--- src/rtl/div_if.sv ---
`default_nettype none
// +----------------------------------------------------------------------+
// | div_if : request/result bundle between the EX stage and div_unit      |
// | Rev 1.0                                                               |
// +----------------------------------------------------------------------+
interface div_if #(
  parameter int WIDTH = 32
);
  logic               start_i;
  logic               signed_i;
  logic [WIDTH-1:0]   opdata1_i;
  logic [WIDTH-1:0]   opdata2_i;
  logic               annul_i;
  logic [2*WIDTH-1:0] result_o;
  logic               ready_o;

  modport master (
    output start_i, signed_i, opdata1_i, opdata2_i, annul_i,
    input  result_o, ready_o
  );

  modport slave (
    input  start_i, signed_i, opdata1_i, opdata2_i, annul_i,
    output result_o, ready_o
  );
endinterface
`default_nettype wire

--- src/rtl/div_unit.sv ---
`default_nettype none
// +----------------------------------------------------------------------+
// | div_unit : iterative radix-2 restoring divider, DIV/DIVU, {rem, quo}  |
// | Rev 1.0                                                               |
// +----------------------------------------------------------------------+
module div_unit #(
  parameter int WIDTH = 32
) (
  input  logic  clk,
  input  logic  rst,
  div_if.slave  bus
);

  localparam int CW = $clog2(WIDTH) + 1;

  typedef enum logic [1:0] {
    S_IDLE   = 2'd0,
    S_BYZERO = 2'd1,
    S_ON     = 2'd2,
    S_END    = 2'd3
  } state_t;

  state_t             state_q, state_d;
  logic [CW-1:0]      cnt_q, cnt_d;
  logic [WIDTH:0]     rem_q, rem_d;
  logic [WIDTH-1:0]   quo_q, quo_d;
  logic [WIDTH-1:0]   dvsr_q, dvsr_d;
  logic               sign1_q, sign1_d;
  logic               sign2_q, sign2_d;
  logic               signed_q, signed_d;
  logic [2*WIDTH-1:0] result_q, result_d;
  logic               ready_q, ready_d;

  logic               w_neg_a, w_neg_b;
  logic [WIDTH-1:0]   w_abs_a, w_abs_b;
  logic [WIDTH:0]     w_shift;
  logic [WIDTH+1:0]   w_trial;
  logic               w_ge;
  logic [WIDTH:0]     w_rem_next;
  logic [WIDTH-1:0]   w_quo_next;
  logic [WIDTH-1:0]   w_quo_fix;
  logic [WIDTH-1:0]   w_rem_fix;

  assign w_neg_a = bus.signed_i & bus.opdata1_i[WIDTH-1];
  assign w_neg_b = bus.signed_i & bus.opdata2_i[WIDTH-1];
  assign w_abs_a = w_neg_a ? ({WIDTH{1'b0}} - bus.opdata1_i) : bus.opdata1_i;
  assign w_abs_b = w_neg_b ? ({WIDTH{1'b0}} - bus.opdata2_i) : bus.opdata2_i;

  // Partial remainder stays below the divisor, so its low WIDTH bits suffice
  // before the shift; the extra trial bit is the borrow.
  assign w_shift    = {rem_q[WIDTH-1:0], quo_q[WIDTH-1]};
  assign w_trial    = {1'b0, w_shift} - {2'b00, dvsr_q};
  assign w_ge       = ~w_trial[WIDTH+1];
  assign w_rem_next = w_ge ? w_trial[WIDTH:0] : w_shift;
  assign w_quo_next = {quo_q[WIDTH-2:0], w_ge};

  assign w_quo_fix = (signed_q & (sign1_q ^ sign2_q)) ?
                     ({WIDTH{1'b0}} - w_quo_next) : w_quo_next;
  assign w_rem_fix = (signed_q & sign1_q) ?
                     ({WIDTH{1'b0}} - w_rem_next[WIDTH-1:0]) : w_rem_next[WIDTH-1:0];

  always_comb begin
    state_d  = state_q;
    cnt_d    = cnt_q;
    rem_d    = rem_q;
    quo_d    = quo_q;
    dvsr_d   = dvsr_q;
    sign1_d  = sign1_q;
    sign2_d  = sign2_q;
    signed_d = signed_q;
    result_d = result_q;
    ready_d  = 1'b0;

    case (state_q)
      S_IDLE: begin
        if (bus.start_i && !bus.annul_i) begin
          if (bus.opdata2_i == '0) begin
            state_d = S_BYZERO;
          end else begin
            state_d  = S_ON;
            cnt_d    = '0;
            rem_d    = '0;
            quo_d    = w_abs_a;
            dvsr_d   = w_abs_b;
            sign1_d  = bus.opdata1_i[WIDTH-1];
            sign2_d  = bus.opdata2_i[WIDTH-1];
            signed_d = bus.signed_i;
          end
        end
      end
      S_BYZERO: begin
        if (bus.annul_i) begin
          state_d = S_IDLE;
        end else begin
          state_d  = S_END;
          result_d = '0;
          ready_d  = 1'b1;
        end
      end
      S_ON: begin
        if (bus.annul_i) begin
          state_d = S_IDLE;
        end else begin
          rem_d = w_rem_next;
          quo_d = w_quo_next;
          cnt_d = cnt_q + 1'b1;
          if (cnt_q == CW'(WIDTH - 1)) begin
            state_d  = S_END;
            result_d = {w_rem_fix, w_quo_fix};
            ready_d  = 1'b1;
          end
        end
      end
      S_END: begin
        state_d = S_IDLE;
      end
      default: begin
        state_d = S_IDLE;
      end
    endcase
  end

  always_ff @(posedge clk or posedge rst) begin
    if (rst) begin
      state_q  <= S_IDLE;
      cnt_q    <= '0;
      rem_q    <= '0;
      quo_q    <= '0;
      dvsr_q   <= '0;
      sign1_q  <= 1'b0;
      sign2_q  <= 1'b0;
      signed_q <= 1'b0;
      result_q <= '0;
      ready_q  <= 1'b0;
    end else begin
      state_q  <= state_d;
      cnt_q    <= cnt_d;
      rem_q    <= rem_d;
      quo_q    <= quo_d;
      dvsr_q   <= dvsr_d;
      sign1_q  <= sign1_d;
      sign2_q  <= sign2_d;
      signed_q <= signed_d;
      result_q <= result_d;
      ready_q  <= ready_d;
    end
  end

  assign bus.result_o = result_q;
  assign bus.ready_o  = ready_q;

endmodule
`default_nettype wire

--- src/flat_wrapper.sv ---
// flat-port wrapper written by rule: the top's interface ports become plain ports
module div_unit_flat 
#(
  parameter int WIDTH = 32
)
  (clk, rst, bus_start_i, bus_signed_i, bus_opdata1_i, bus_opdata2_i, bus_annul_i, bus_result_o, bus_ready_o);
  div_if #(.WIDTH(WIDTH)) bus_i ();
  input  logic clk;
  input  logic rst;
  input wire logic [$bits(bus_i.start_i)-1:0] bus_start_i;
  input wire logic [$bits(bus_i.signed_i)-1:0] bus_signed_i;
  input wire logic [$bits(bus_i.opdata1_i)-1:0] bus_opdata1_i;
  input wire logic [$bits(bus_i.opdata2_i)-1:0] bus_opdata2_i;
  input wire logic [$bits(bus_i.annul_i)-1:0] bus_annul_i;
  output wire logic [$bits(bus_i.result_o)-1:0] bus_result_o;
  output wire logic [$bits(bus_i.ready_o)-1:0] bus_ready_o;
  assign bus_i.start_i = bus_start_i;
  assign bus_i.signed_i = bus_signed_i;
  assign bus_i.opdata1_i = bus_opdata1_i;
  assign bus_i.opdata2_i = bus_opdata2_i;
  assign bus_i.annul_i = bus_annul_i;
  assign bus_result_o = bus_i.result_o;
  assign bus_ready_o = bus_i.ready_o;
  div_unit #(.WIDTH(WIDTH)) u_core (.clk(clk), .rst(rst), .bus(bus_i));
endmodule
--- config.mk ---
export PLATFORM = sky130hd
export DESIGN_NAME = div_unit_flat
export DESIGN_NICKNAME = d
export VERILOG_FILES = /design/src/rtl/div_if.sv /design/src/rtl/div_unit.sv /design/src/flat_wrapper.sv
export SDC_FILE = /design/constraint.sdc
export NUM_CORES = 1
export LEC_CHECK = 0
export CAP_MARGIN = 20
export CORE_MARGIN = 2
export CORE_UTILIZATION = 45
export CTS_BUF_LIST = sky130_fd_sc_hd__clkbuf_8
export DETAILED_ROUTE_END_ITERATION = 8
export PLACE_DENSITY = 0.79
export SYNTH_ARGS = -nofsm -noshare
export SYNTH_HDL_FRONTEND = slang
export SYNTH_SLANG_ARGS = --single-unit
--- constraint.sdc ---
create_clock -name clk -period 5.6 [get_ports clk]
set_input_delay 0.84 -clock clk [delete_from_list [all_inputs] [get_ports clk]]
set_output_delay 0.84 -clock clk [all_outputs]
set_load 0.1 [all_outputs]
After elaboration in Yosys (flattened, before gate mapping)
Cells that the tools add are included.
{"block": "totals", "ff_bits": 172, "input_bits": 69, "out_inout_bits": 65, "wordCells": 74}
{"block": "op_classes", "addsub": 6, "eq_ne": 10, "muxes": 31, "bitwise_logic": 7, "n_reduce_logical": 10}
{"cell": "32-bit 2-to-1 mux", "n": 11}
{"cell": "64-bit 2-to-1 mux", "n": 3}
{"cell": "32-bit case mux with 2 select lines", "n": 2}
{"cell": "64-bit case mux with 2 select lines", "n": 1}
{"cell": "1-bit by 32-bit subtractor with 32-bit output (first input constant)", "n": 4}
{"cell": "33-bit by 32-bit subtractor with 34-bit output", "n": 1}
{"cell": "32-bit zero test", "n": 1}
{"cell": "6-bit 2-to-1 mux", "n": 3}
{"cell": "6-bit case mux with 2 select lines", "n": 1}
{"cell": "2-bit 2-to-1 mux", "n": 5}
{"cell": "2-bit case mux with 4 select lines", "n": 1}
{"cell": "4-bit AND reduction", "n": 2}
{"cell": "6-bit by 1-bit adder with 6-bit output (second input constant)", "n": 1}
{"cell": "6-bit by 5-bit equality test with 1-bit output (second input constant)", "n": 1}
{"cell": "2-bit != test (second input constant)", "n": 3}
{"cell": "1-bit bitwise AND", "n": 4}
{"cell": "2-bit equality test (second input constant)", "n": 2}
{"cell": "2-bit by 1-bit != test with 1-bit output (second input constant)", "n": 2}
{"cell": "2-bit nonzero test", "n": 2}
{"cell": "1-bit 2-to-1 mux", "n": 3}
{"cell": "3-bit by 2-bit != test with 1-bit output (second input constant)", "n": 1}
{"cell": "3-bit AND reduction", "n": 1}
{"cell": "2-bit by 1-bit equality test with 1-bit output (second input constant)", "n": 1}
{"cell": "2-bit zero test", "n": 1}
{"cell": "6 further kinds", "n": 7}

Depth between registers and ports, before layout
{"block": "depth", "word_depth": 7, "ltp_mapped": 23, "ltp_nobuf": 19}

Least setup slack after synthesis
OpenSTA, ideal clock, no wires.
{"block": "synth_path", "path_type": "reg-to-reg", "startpoint": "register u_core.rem_q[22]", "endpoint": "register u_core.result_q[62], in the netlist u_core.bus.result_o[62]", "setup_ps": 123, "arrival_time_ps": 4261, "required_ps": 5477, "slack_ps": 1217, "stages_incl_launch_ff": 22, "n_path_buf": 4, "period_less_slack_ps": 4383, "cell_sequence": "dfrtp_1 > ha_1 > buf_2 > a21o_1 > a31o_1 > a221o_1 > a21oi_2 > o21a_4 > nand2_2 > buf_6 > clkbuf_8 > clkbuf_1 > o21ai_0 > ha_1 > nand3_1 > or3_1 > nor3_1 > a31oi_1 > nor4bb_1 > nand4_1 > mux2i_1 > nand2_1"}
{"block": "synth_between", "elab_chain_len": 7}
{"element": "start, declared", "line_no": "div_unit.sv:25", "rtl": "logic [WIDTH:0] rem_q, rem_d;"}
{"element": "start signal, assigned", "line_no": "div_unit.sv:138", "rtl": "rem_q <= rem_d;"}
{"element": "33-bit by 32-bit subtractor with 34-bit output", "line_no": "div_unit.sv:52", "rtl": "assign w_trial = {1'b0, w_shift} - {2'b00, dvsr_q};"}
{"element": "32-bit 2-to-1 mux *", "line_no": "div_unit.sv:54", "rtl": "assign w_rem_next = w_ge ? w_trial[WIDTH:0] : w_shift;"}
{"element": "1-bit by 32-bit subtractor with 32-bit output", "line_no": "div_unit.sv:60", "rtl": "({WIDTH{1'b0}} - w_rem_next[WIDTH-1:0]) : w_rem_next[WIDTH-1:0];"}
{"element": "32-bit 2-to-1 mux *", "line_no": "div_unit.sv:59", "rtl": "assign w_rem_fix = (signed_q & sign1_q) ?"}
{"element": "64-bit 2-to-1 mux *", "line_no": "div_unit.sv:107", "rtl": "if (cnt_q == CW'(WIDTH - 1)) begin"}
{"element": "64-bit 2-to-1 mux *", "line_no": "div_unit.sv:101", "rtl": "if (bus.annul_i) begin"}
{"element": "64-bit case mux with 2 select lines *", "line_no": "div_unit.sv:74", "rtl": "case (state_q)"}
{"element": "end signal, assigned", "line_no": "div_unit.sv:144", "rtl": "result_q <= result_d;"}
{"element": "end, declared", "line_no": "div_unit.sv:31", "rtl": "logic [2*WIDTH-1:0] result_q, result_d;"}
Mark *: on every way between the ends. The rest lies on a longest branch, timed or not. The select of a mux whose other input is x is not followed.
A chain may end at the register's enable or synchronous reset.

Worst setup path after layout
{"block": "layout_path", "startpoint": "register u_core.dvsr_q[1]", "endpoint": "register u_core.result_q[54], in the netlist u_core.bus.result_o[54]"}
{"block": "layout_between", "elab_chain_len": 7}
{"element": "start, declared", "line_no": "div_unit.sv:27", "rtl": "logic [WIDTH-1:0] dvsr_q, dvsr_d;"}
{"element": "start signal, assigned", "line_no": "div_unit.sv:140", "rtl": "dvsr_q <= dvsr_d;"}
{"element": "33-bit by 32-bit subtractor with 34-bit output *", "line_no": "div_unit.sv:52"}
{"element": "32-bit 2-to-1 mux *", "line_no": "div_unit.sv:54"}
{"element": "1-bit by 32-bit subtractor with 32-bit output", "line_no": "div_unit.sv:60"}
{"element": "32-bit 2-to-1 mux *", "line_no": "div_unit.sv:59"}
{"element": "64-bit 2-to-1 mux *", "line_no": "div_unit.sv:107"}
{"element": "64-bit 2-to-1 mux *", "line_no": "div_unit.sv:101"}
{"element": "64-bit case mux with 2 select lines *", "line_no": "div_unit.sv:74"}
Marked as above.

==> results.cfg <==
[status]
outcome = finished clean

[global_route]
grt_usage = 0.254
grt_pass1_wl_um = 58800
grt_max_degree = 103
grt_pass1_vias = 11300
grt-ovfl-total = 0
antenna_found_initial = 0

[timing]
rsz0062_at_grt = no
setup_viol = 0
finalSetupTns_ns = 0
fmax_mhz = 195
timing.slew.headroom = 0.284
drv_slew = 0
finClkSkew_ns = 0.0232
min_period_ns = 5.12
worstMarginPinSlew_ns = 1.07
fin_crit_sh = 0.915
finalHoldViolCount = 0

[worst_setup_path]
path_class = reg -> reg
cp.arrival_ns = 5.46
critPathRequiredTime_ns = 5.94
end_kind = flip-flop
cp_max_fo = 18
start_kind = flip-flop

[synth]
postSynthAreaPerCell_um2 = 8.03
synth_top_family_by_area = compound AO/OA/AOI/OAI gates
syn_nets = 1663
synth_simple_gate_area_frac = 0.216
ys_async_sr_fraction = 1.00
yosysTopAreaCell = dfrtp_1
yosysSeqAreaShare = 0.345
synth_compound_area_frac = 0.239
synth_edf_count = 0
yosysTopAreaCellShare = 0.345
synth_cell_types = 94
ys_seq_elements = 172
syn-cell-area_um2 = 12500
synth_xor_area_frac = 0.0878
synth.area.mux_share = 0.0172
ys.flop_type = dfrtp_1
yosys-top-cells-area = dfrtp_1 (35%), nand2_1 (6.8%), a21oi_1 (6.2%)
postSynthCellCount = 1552
ys_warn_count = 0
synthAdderAreaFrac = 0.0427

[worst_hold_path]
hp-class = reg -> reg

[routing]
via_count = 11900
drc = 0
wl_um = 36500
post_drt_wl_per_cell_um = 18.1
drtIter0Drc = 1097
vias_per_cell = 5.87
drtPass1Iterations = 6
antenna_left = 0

[clock_tree]
cts.sinks = 172
cts_hold_buf = 0
clock_latency_ns = 0.49
cts_tree = built
cts_root_buffer = clkbuf_8
postCtsSetupBuffers = 0
cts_resized = 0
clock_path_buffers = 2
htree_num_levels = 4
cts_buffers = 17
path_clk_slew_ns = 0.10

[floorplanning]
coreArea_um2 = 27100
rows = 60
fp.dieW_um = 170
initial_utilization = 0.460
dieArea_um2 = 29100
io_pins = 134
die_h_um = 170

[power_and_ir_drop]
p_leak_uw = 0.00602
power_density_nw_per_um2 = 554
vdd_drop_max_v = 0.000339

[final_layout]
drive_above_1_share = 0.0576
nFillCells = 2525
mostFrequentLayoutCells = nand2_1 (227), dfrtp_1 (172), a21oi_1 (155)
num_antenna_cells = 0
final_common_cell = nand2_1
area_growth_pct = 15.3
finalInstanceArea_um2 = 14400
instances_no_fill = 2021
fin_nets = 1747

[place]
place_inst = 1989
hpwl_um = 27200
dpl_cell_area_um2 = 14000
gp_congestion = 0.953
port_buffers = 133

[flow_run]
max_cap_violations = 0
[cell usage after synthesis, drive strengths merged, types with 4 or more instances]
cell type,count
xor2,51
a211oi,5
nand2b,13
nor3b,5
or4,10
nand2,228
o21ai,159
or2,8
o21a,7
ha,41
nor3,39
o2111ai,4
dfrtp,172
buf,21
xnor2,74
and2,17
o211ai,11
clkbuf,63
and3,13
nand3,23
a31oi,19
o31a,4
o211a,4
a21o,12
nand4,7
inv,62
o31ai,42
nor2b,11
mux2i,18
or3,21
nor4,24
a22oi,4
a21boi,5
o41ai,8
nor2,133
a41oi,4
a21oi,162
[through the flow]
step,util,total power [uW],hold WS (ns),setup WS [ns]
after CTS,0.530,7870,0.493,0.648
after global routing,0.530,8540,0.520,0.0840
after detailed placement,0.516,6980,0.470,0.684
after floorplan,-,5790,0.450,0.0999
after global placement,0.516,6880,0.463,0.899
final,0.530,7970,0.488,0.476
[routing by layer]
layer,GRT usage,part of all wire,vias to the layer above
li1,-,-,5665
met1,0.340,0.44,5650
met2,0.418,0.47,460
met3,0.0402,0.059,82
met4,0.0899,0.031,0
met5,0,0,-
[final timing paths]
check                                         from                 endpoint  slack [ns]  depth (start not counted)
setup / recovery                  u_core.dvsr_q[1]  u_core.bus.result_o[54]        0.48                         18
hold / removal             u_core.bus.result_o[43]  u_core.bus.result_o[43]        0.49                          2
setup reg to reg                  u_core.dvsr_q[1]  u_core.bus.result_o[54]        0.48                         18
hold reg to reg            u_core.bus.result_o[43]  u_core.bus.result_o[43]        0.49                          2
max in group asynchronous                      rst        u_core.dvsr_q[12]        3.61                          3
min in group asynchronous                      rst  u_core.bus.result_o[37]        0.92                          2
[where the power goes]
part	internal, uW	total [uW]	switching, uW	leakage, uW
logic	1890	5190	3300	0.00358
clock network	330	878	548	0.000193
registers	1560	1900	339	0.00225
[cell families after synthesis]
group                      Yosys count
xor gates and xnor gates           125
muxes                               21
buffers and inverters              146
AOI/OAI and AO/OA                  477
and+or+nand+nor                    569
adders and majority gates           42
DFF                                172
[state kept, by name (all words and copies together), names as in the netlist]
register	cells
u_core.bus.result_o	64
u_core.dvsr_q	32
u_core.quo_q	32
u_core.sign2_q	1
u_core.bus.ready_o	1
u_core.cnt_q	6
u_core.sign1_q	1
u_core.state_q	2
u_core.rem_q	32
u_core.signed_q	1
[critical path, cell delays in order, from the launching register on]
cell	delay [ns]
dfrtp_1	0.41
inv_1	0.06
ha_1	0.28
nor2b_4	0.13
o2111ai_1	0.39
a21oi_1	0.21
o21a_1	0.31
o211ai_2	0.33
nand2_2	0.34
o21ai_0	0.43
ha_1	0.35
nand3_1	0.17
or3_1	0.37
nor3_1	0.14
a31oi_1	0.08
nor4bb_1	0.56
a21oi_1	0.16
xnor2_1	0.19
o21ai_1	0.07
[area by class of cell]
class                   count  area, um2  share of cell area
repair buffers            149       1460               0.102
well taps                 372        465              0.0324
clock buffers              17        234              0.0163
multi-input cells        1234       7520               0.523
clock inverters            15        150              0.0104
inverters                  62        238              0.0165
flip-flops and latches    172       4300               0.299
Power figures use the tool's default switching activity.
